## config.mk

```make
export PLATFORM = sky130hd
export DESIGN_NAME = btn_ctrl
export DESIGN_NICKNAME = d
export VERILOG_FILES = /design/src/rtl/btn_ctrl.sv
export SDC_FILE = /design/constraint.sdc
export NUM_CORES = 1
export LEC_CHECK = 0
export ABC_CLOCK_PERIOD_IN_PS = 2400
export CAP_MARGIN = 20
export CORE_MARGIN = 10
export CORE_UTILIZATION = 45
export CTS_CLUSTER_SIZE = 20
export DETAILED_ROUTE_END_ITERATION = 10
export PLACE_DENSITY = 0.73
export RECOVER_POWER = 100
export SLEW_MARGIN = 20
export SYNTH_ARGS = -nofsm -noshare
export SYNTH_HDL_FRONTEND = slang
export SYNTH_SLANG_ARGS = --single-unit
```

## constraint.sdc

```tcl
create_clock -name clk -period 2.4 [get_ports clk]
set_input_delay 0.72 -clock clk [delete_from_list [all_inputs] [get_ports clk]]
set_output_delay 0.72 -clock clk [all_outputs]
set_load 0.05 [all_outputs]
```

## src/rtl/btn_ctrl.sv

```systemverilog
//==============================================================================
// Module   : btn_ctrl
// Purpose  : Multi-button front-panel input controller. Generates the shared
//            1 ms clock-enable strobe, synchronises N raw push buttons and
//            debounces each one with its own press/release state machine
//            that advances only on the strobe. Produces debounced levels and
//            one-cycle press/release pulses for the counter modules.
// Revision : 1.0 - initial release
//------------------------------------------------------------------------------
// Parameters
//   N_BTN            number of buttons (1..8)
//   CLK_DIV          system clocks per 1 ms tick (>= 2)
//   STABLE_MS        consecutive equal samples needed to accept a change (2..15)
//   REPEAT_DELAY_MS  hold time before the first auto-repeat pulse (>= 1)
//   REPEAT_RATE_MS   interval between subsequent auto-repeat pulses (>= 1)
//
// Ports
//   clk          in   system clock, rising edge
//   rst          in   asynchronous active-high reset
//   btn_in       in   raw asynchronous button inputs, 1 = pressed
//   ce1ms        out  one-clk strobe every CLK_DIV cycles
//   btn_level    out  debounced button state
//   btn_press    out  one-cycle pulse on accepted press (and on auto-repeat)
//   btn_release  out  one-cycle pulse on accepted release
//
// Build option
//   BTN_AUTOREPEAT_EN  when defined, a held button emits repeated btn_press
//                      pulses; when undefined the hold counter is not built
//                      and each accepted press yields exactly one pulse.
//==============================================================================
`timescale 1ns/1ps
`default_nettype none

module btn_ctrl #(
    parameter int N_BTN           = 4,
    parameter int CLK_DIV         = 50000,
    parameter int STABLE_MS       = 8,
    parameter int REPEAT_DELAY_MS = 500,
    parameter int REPEAT_RATE_MS  = 100
) (
    input  logic             clk,
    input  logic             rst,
    input  logic [N_BTN-1:0] btn_in,
    output logic             ce1ms,
    output logic [N_BTN-1:0] btn_level,
    output logic [N_BTN-1:0] btn_press,
    output logic [N_BTN-1:0] btn_release
);

    //--------------------------------------------------------------------------
    // Elaboration-time parameter range check
    //--------------------------------------------------------------------------
    if (N_BTN < 1 || N_BTN > 8 || CLK_DIV < 2 || STABLE_MS < 2 ||
        STABLE_MS > 15 || REPEAT_DELAY_MS < 1 || REPEAT_RATE_MS < 1)
    begin : g_param_check
        $error("btn_ctrl: parameter out of range");
    end

    //--------------------------------------------------------------------------
    // Constants and types
    //--------------------------------------------------------------------------
    localparam int              DIV_W      = $clog2(CLK_DIV);
    localparam logic [DIV_W-1:0] C_DIV_LAST = DIV_W'(CLK_DIV - 1);
    localparam logic [3:0]      C_DEB_LAST = 4'(STABLE_MS - 1);

    typedef enum logic [1:0] {
        S_RELEASED     = 2'd0,
        S_PRESS_WAIT   = 2'd1,
        S_HELD         = 2'd2,
        S_RELEASE_WAIT = 2'd3
    } state_t;

    //--------------------------------------------------------------------------
    // 1 ms prescaler. The strobe is registered, so it is high in the cycle
    // after the counter reaches its last value; with the counter at 0 in
    // cycle 0 the first strobe lands in cycle CLK_DIV.
    //--------------------------------------------------------------------------
    logic [DIV_W-1:0] div_cnt_q;
    logic [DIV_W-1:0] div_cnt_d;
    logic             ce1ms_q;
    logic             ce1ms_d;

    always_comb begin
        div_cnt_d = div_cnt_q + DIV_W'(1);
        ce1ms_d   = 1'b0;
        if (div_cnt_q == C_DIV_LAST) begin
            div_cnt_d = '0;
            ce1ms_d   = 1'b1;
        end
    end

    always_ff @(posedge clk or posedge rst) begin
        if (rst) begin
            div_cnt_q <= '0;
            ce1ms_q   <= 1'b0;
        end else begin
            div_cnt_q <= div_cnt_d;
            ce1ms_q   <= ce1ms_d;
        end
    end

    assign ce1ms = ce1ms_q;

    //--------------------------------------------------------------------------
    // Two-flop synchronisers for the raw asynchronous inputs
    //--------------------------------------------------------------------------
    logic [N_BTN-1:0] sync1_q;
    logic [N_BTN-1:0] sync2_q;

    always_ff @(posedge clk or posedge rst) begin
        if (rst) begin
            sync1_q <= '0;
            sync2_q <= '0;
        end else begin
            sync1_q <= btn_in;
            sync2_q <= sync1_q;
        end
    end

    //--------------------------------------------------------------------------
    // Per-button debounce state machines. Each one only moves on edges where
    // the 1 ms strobe is high; the pulse registers default low every cycle so
    // a pulse lasts exactly one clk.
    //--------------------------------------------------------------------------
    for (genvar i = 0; i < N_BTN; i++) begin : g_btn
        state_t     state_q;
        state_t     state_d;
        logic [3:0] deb_q;
        logic [3:0] deb_d;
        logic       level_q;
        logic       level_d;
        logic       press_q;
        logic       press_d;
        logic       rel_q;
        logic       rel_d;
        logic       smp;

        assign smp = sync2_q[i];

`ifdef BTN_AUTOREPEAT_EN
        localparam int               HOLD_W       = $clog2(REPEAT_DELAY_MS + 1);
        localparam logic [HOLD_W-1:0] C_REP_DELAY  = HOLD_W'(REPEAT_DELAY_MS);
        // A rate longer than the delay would need a negative reload; fall
        // back to zero so the repeat period is then the full delay.
        localparam logic [HOLD_W-1:0] C_REP_RELOAD =
            (REPEAT_RATE_MS >= REPEAT_DELAY_MS) ? '0
                                                : HOLD_W'(REPEAT_DELAY_MS - REPEAT_RATE_MS);

        logic [HOLD_W-1:0] hold_q;
        logic [HOLD_W-1:0] hold_d;
        logic [HOLD_W-1:0] hold_inc;

        // Saturating increment: the counter never wraps back to zero.
        assign hold_inc = (hold_q == {HOLD_W{1'b1}}) ? hold_q : hold_q + HOLD_W'(1);
`endif

        always_comb begin
            state_d = state_q;
            deb_d   = deb_q;
            level_d = level_q;
            press_d = 1'b0;
            rel_d   = 1'b0;
`ifdef BTN_AUTOREPEAT_EN
            hold_d  = hold_q;
`endif
            if (ce1ms_q) begin
                case (state_q)
                    S_RELEASED: begin
                        if (smp) begin
                            state_d = S_PRESS_WAIT;
                            deb_d   = 4'd1;
                        end
                    end
                    S_PRESS_WAIT: begin
                        if (!smp) begin
                            state_d = S_RELEASED;
                        end else if (deb_q == C_DEB_LAST) begin
                            // STABLE_MS-th consecutive high sample
                            state_d = S_HELD;
                            level_d = 1'b1;
                            press_d = 1'b1;
`ifdef BTN_AUTOREPEAT_EN
                            hold_d  = '0;
`endif
                        end else begin
                            deb_d = deb_q + 4'd1;
                        end
                    end
                    S_HELD: begin
                        if (!smp) begin
                            state_d = S_RELEASE_WAIT;
                            deb_d   = 4'd1;
                        end else begin
`ifdef BTN_AUTOREPEAT_EN
                            if (hold_inc == C_REP_DELAY) begin
                                press_d = 1'b1;
                                hold_d  = C_REP_RELOAD;
                            end else begin
                                hold_d  = hold_inc;
                            end
`endif
                        end
                    end
                    S_RELEASE_WAIT: begin
                        // A rejected release returns to HELD with the hold
                        // count untouched, so repeats resume where they were.
                        if (smp) begin
                            state_d = S_HELD;
                        end else if (deb_q == C_DEB_LAST) begin
                            state_d = S_RELEASED;
                            level_d = 1'b0;
                            rel_d   = 1'b1;
                        end else begin
                            deb_d = deb_q + 4'd1;
                        end
                    end
                    default: begin
                        state_d = S_RELEASED;
                    end
                endcase
            end
        end

        always_ff @(posedge clk or posedge rst) begin
            if (rst) begin
                state_q <= S_RELEASED;
                deb_q   <= 4'd0;
                level_q <= 1'b0;
                press_q <= 1'b0;
                rel_q   <= 1'b0;
`ifdef BTN_AUTOREPEAT_EN
                hold_q  <= '0;
`endif
            end else begin
                state_q <= state_d;
                deb_q   <= deb_d;
                level_q <= level_d;
                press_q <= press_d;
                rel_q   <= rel_d;
`ifdef BTN_AUTOREPEAT_EN
                hold_q  <= hold_d;
`endif
            end
        end

        assign btn_level[i]   = level_q;
        assign btn_press[i]   = press_q;
        assign btn_release[i] = rel_q;
    end

endmodule

`default_nettype wire

```

==> PnR_summary.wiki <==
{| class="wikitable"
! Metric !! Value
|-
| Max H-tree Level || 3
|-
| Worst min path class || reg2reg
|-
| Reg clk slew, reported paths || approximately 0.070 ns
|-
| Area delta synth->final || 16.74%
|-
| DP HPWL || a little over 3000 µm
|-
| Share of post-route cells with drive strength above 1 || under 10%
|-
| CTS Root Cell || clkbuf_8
|-
| Number of diodes || 0
|-
| Total setup violations reported at the end of the flow || 0
|-
| Number of sinks handled by clock tree synthesis || between 60 and 70
|-
| Count of TritonRoute iterations in the first routing pass || 4
|-
| Dominant register cell in the synthesized netlist || dfrtp_1
|-
| Nets@finish || 280
|-
| Hold Fails Final Rpt || 0
|-
| Setup clock skew after layout || ~0.0075 ns
|-
| CP bufs+invs || 1
|-
| Share of synthesized cell area in and, or, nand and nor gates || between 10% and 20%
|-
| Number of buffers added to fix hold violations after cts || 0
|-
| Tot Pwr || ~2.3 mW
|-
| Post-route DRC violation count || 0
|-
| DR vias || roughly 1800
|-
| Pin count of the biggest net entering global routing || between 60 and 70
|-
| Top-area cell type share of the netlist area || between 50 and 60%
|-
| Post-synthesis share of cell area spent on full adders, half adders and majority gates || around 2.3%
|-
| Die width || 97.64 µm
|-
| Maximum clock insertion buffer count || 2
|-
| Endpoint arrival time on the critical path || around 1.6 ns
|-
| Distinct cell type count of the synthesized netlist || 40
|-
| XOR/XNOR share of the synthesized area || 5.166%
|-
| Largest stage delay, worst path || ~0.88 ns
|-
| Power per unit of standard cell area || 734.6 nW/µm²
|-
| Gate family responsible for the most delay along the worst path || buffers and inverters
|-
| # Max-Cap Violations || 0
|-
| Category of the worst setup path capture point || output port
|-
| Gr usage total || a little over a tenth
|-
| Final period util || 96.48%
|-
| Final wirelength || ~4700 µm
|-
| Largest cells by area after synthesis || dfrtp_1 (56%), nand2_1 (3.9%), xnor2_1 (3.6%)
|-
| Global-route wire length before repair || around 8300 µm
|-
| Std-Cell Core Area || ~5900 µm²
|-
| DRT iter0 DRCs || ~130
|-
| TritonCTS buffer count || 9
|-
| Status || finished, final reports clean
|-
| Chip height || a little under 100 µm
|-
| Critical Path RT || ~1.7 ns
|-
| Resized cells post-CTS || 0
|-
| Count of fill cells added during filler insertion || about 530
|-
| Per-instance average area after synthesis || between 10 and 15 µm²
|-
| Antenna violations before repair || 0
|-
| Leakage power || 1.429 nW
|-
| Yosys reg bits || 61
|-
| Startpoint Class || flop
|-
| Starting Density || a little under half
|-
| Post-CTS setup buffers || 0
|-
| Setup TNS || 0 ns
|-
| Placer congestion estimate || roughly 0.77
|-
| Cell taking the most area after synthesis || dfrtp_1
|-
| Synth warn || 0
|-
| Total overflow reported by the global router || 0
|-
| Count of flip-flops with a built-in enable after synthesis || 0
|-
| Compound-Gate Fraction of Synth Area || 9.825%
|-
| Critical path's slowest cell || dlygate4sd3_1
|-
| Combinational family with the most area after synthesis || simple AND/OR/NAND/NOR gates
|-
| Max-slew violation count || 0
|-
| Via count of the first global-routing pass || about 1800
|-
| Highest Clock Rate || 431.9 MHz
|-
| Net count of the mapped netlist || ~260
|-
| Critical path class || reg2out
|-
| I/O pins || 19
|-
| Vias per cell || 5.255
|-
| ANT nets after route || 0
|-
| Multiplexer share of the synthesized area || under 10%
|-
| Max-slew headroom || ~14%
|-
| Final routed wire length divided by cell count || 13.56 µm
|-
| Number of cell rows || 28
|-
| Maximum fanout along the worst path || 3
|-
| Area enclosed by the die boundary || around 9500 µm²
|-
| Largest vdd supply drop || about 0.00048 V
|-
| Cell chain of the critical path || dlygate4sd3_1
|-
| Clock latency at the later pin of the worst-skew pair || 0.35 ns
|-
| Post-synthesis async set-or-reset flop share || between 90% and 100%
|-
| Min cycle time layout || around 2.3 ns
|-
| Post-synth design cell area || around 2700 µm²
|-
| Setup repair after global routing missed its margin || no
|-
| Slew at the pin closest to its max-slew limit || 1.294 ns
|-
| CTS tree || done
|-
| Post-synthesis sequential area ratio || a little under three fifths
|-
| Number of standard cells after synthesis || 250
|-
| IO Port Bufs || 18
|}
where the power goes:
| part | internal (mW) | total [mW] | switching, mW |
|---|---|---|---|
| clock network | 0.855 | 1.26 | 0.400 |
| registers | 1.03 | 1.04 | 0.00555 |
| logic | 0.00836 | 0.0310 | 0.0227 |
| total | 1.90 | 2.33 | 0.428 |
through the flow:
stage | setup WS [ns] | std cells | area [µm²] | hold WS (ns) | utilization (%)
6_report | 0.08440 | 349 | 3167 | 0.3509 | 53.81
5_1_grt | 0.05042 | 349 | 3167 | 0.3546 | 53.81
3_3_place_gp | 0.5249 | 333 | 2944 | 0.3339 | 50.02
2_1_floorplan | 0.1670 | 250 | 2713 | 0.3312 | -
4_1_cts | 0.1330 | 349 | 3224 | 0.3514 | 54.78
3_5_place_dp | 0.5190 | 333 | 2944 | 0.3355 | 50.02
per-layer routing:
layer	part of all wire, %	global-route usage, %	wire, µm	up-vias
li1	-	-	-	908
met1	49	12.72	2304	886
met2	44	15.59	2102	28
met3	4.4	4.054	210	12
met4	2.4	6.823	115	0
met5	0	0	0	-
cells by family (layout without fill, tap and decap cells):
group                      count (synthesis)  count (layout)
adders and majority gates                  5               5
and+or+nand+nor                           93              93
AOI/OAI and AO/OA                         44              44
xor gates and xnor gates                  16              16
DFF                                       61              61
buffers and inverters                     26              50
muxes                                      5               5
final cells by class:
class                      instances  area, µm²  area share [%]
inverter                          11      41.29           1.304
sequential                        61       1526           48.20
timing repair buffer              23      197.7           6.243
multi-input combinational        163       1027           32.44
clock buffer                      11      151.4           4.781
clock inverter                     5      128.9           4.070
tap                               75      93.84           2.963
worst register-to-register path: stages (launching register included):
cell      delay, ns
dfrtp_1        0.42
or4b_4         0.54
nor4_1         0.35
clkbuf_1       0.26
o21ai_0        0.15
a22o_1         0.21
state kept, by name, summed over array words and instances (netlist names), named ones only:
name,count
g_btn.press_q,4
ce1ms,1
g_btn.rel_q,4
g_btn.deb_q,16
g_btn.level_q,4
sync1_q,4
div_cnt_q,16
sync2_q,4
g_btn.state_q,4
placed cells by master, fill, tap and decap left out, types with 3 or more instances in the layout:
master and instances:
clkbuf_8 11, nor3b_1 6, ha_1 5, clkbuf_1 4, nor3_1 4, xnor2_1 11
nand2_1 28, dfrtp_1 61, mux2_2 3, o21ai_0 17, nor2_1 14, a21oi_1 11
xor2_1 5, nand4_1 6, nand3b_1 3, dlygate4sd3_1 16, bufinv_16 4, nor2b_1 5
nand3_1 12, nor4_1 3, inv_1 10
worst paths after layout:
kind                                                   start                      endpoint  slack, ns  cells past startpoint
worst max-delay path            g_btn[1].level_q$_DFFE_PP0P_                  btn_level[1]       0.08                      1
worst min-delay path                    sync1_q[0]$_DFF_PP0_          sync2_q[0]$_DFF_PP0_       0.35                      0
worst max register to register       div_cnt_q[11]$_DFF_PP0_       div_cnt_q[15]$_DFF_PP0_       0.35                      5
worst min register to register          sync1_q[0]$_DFF_PP0_          sync2_q[0]$_DFF_PP0_       0.35                      0
max in group asynchronous                                rst  g_btn[3].level_q$_DFFE_PP0P_       0.37                      3
min in group asynchronous                                rst        div_cnt_q[6]$_DFF_PP0_       1.26                      3
cell usage after synthesis (3+ instances only):
cell type and n:
dfrtp_1 61, nand2_1 28, o21ai_0 17, nor2_1 14, buf_4 12, nand3_1 12
a21oi_1 11, inv_1 11, xnor2_1 11, nand4_1 6, nor3b_1 6, ha_1 5
nor2b_1 5, xor2_1 5, nor3_1 4, mux2_2 3, nand3b_1 3
(Power assumes the default switching activity.)
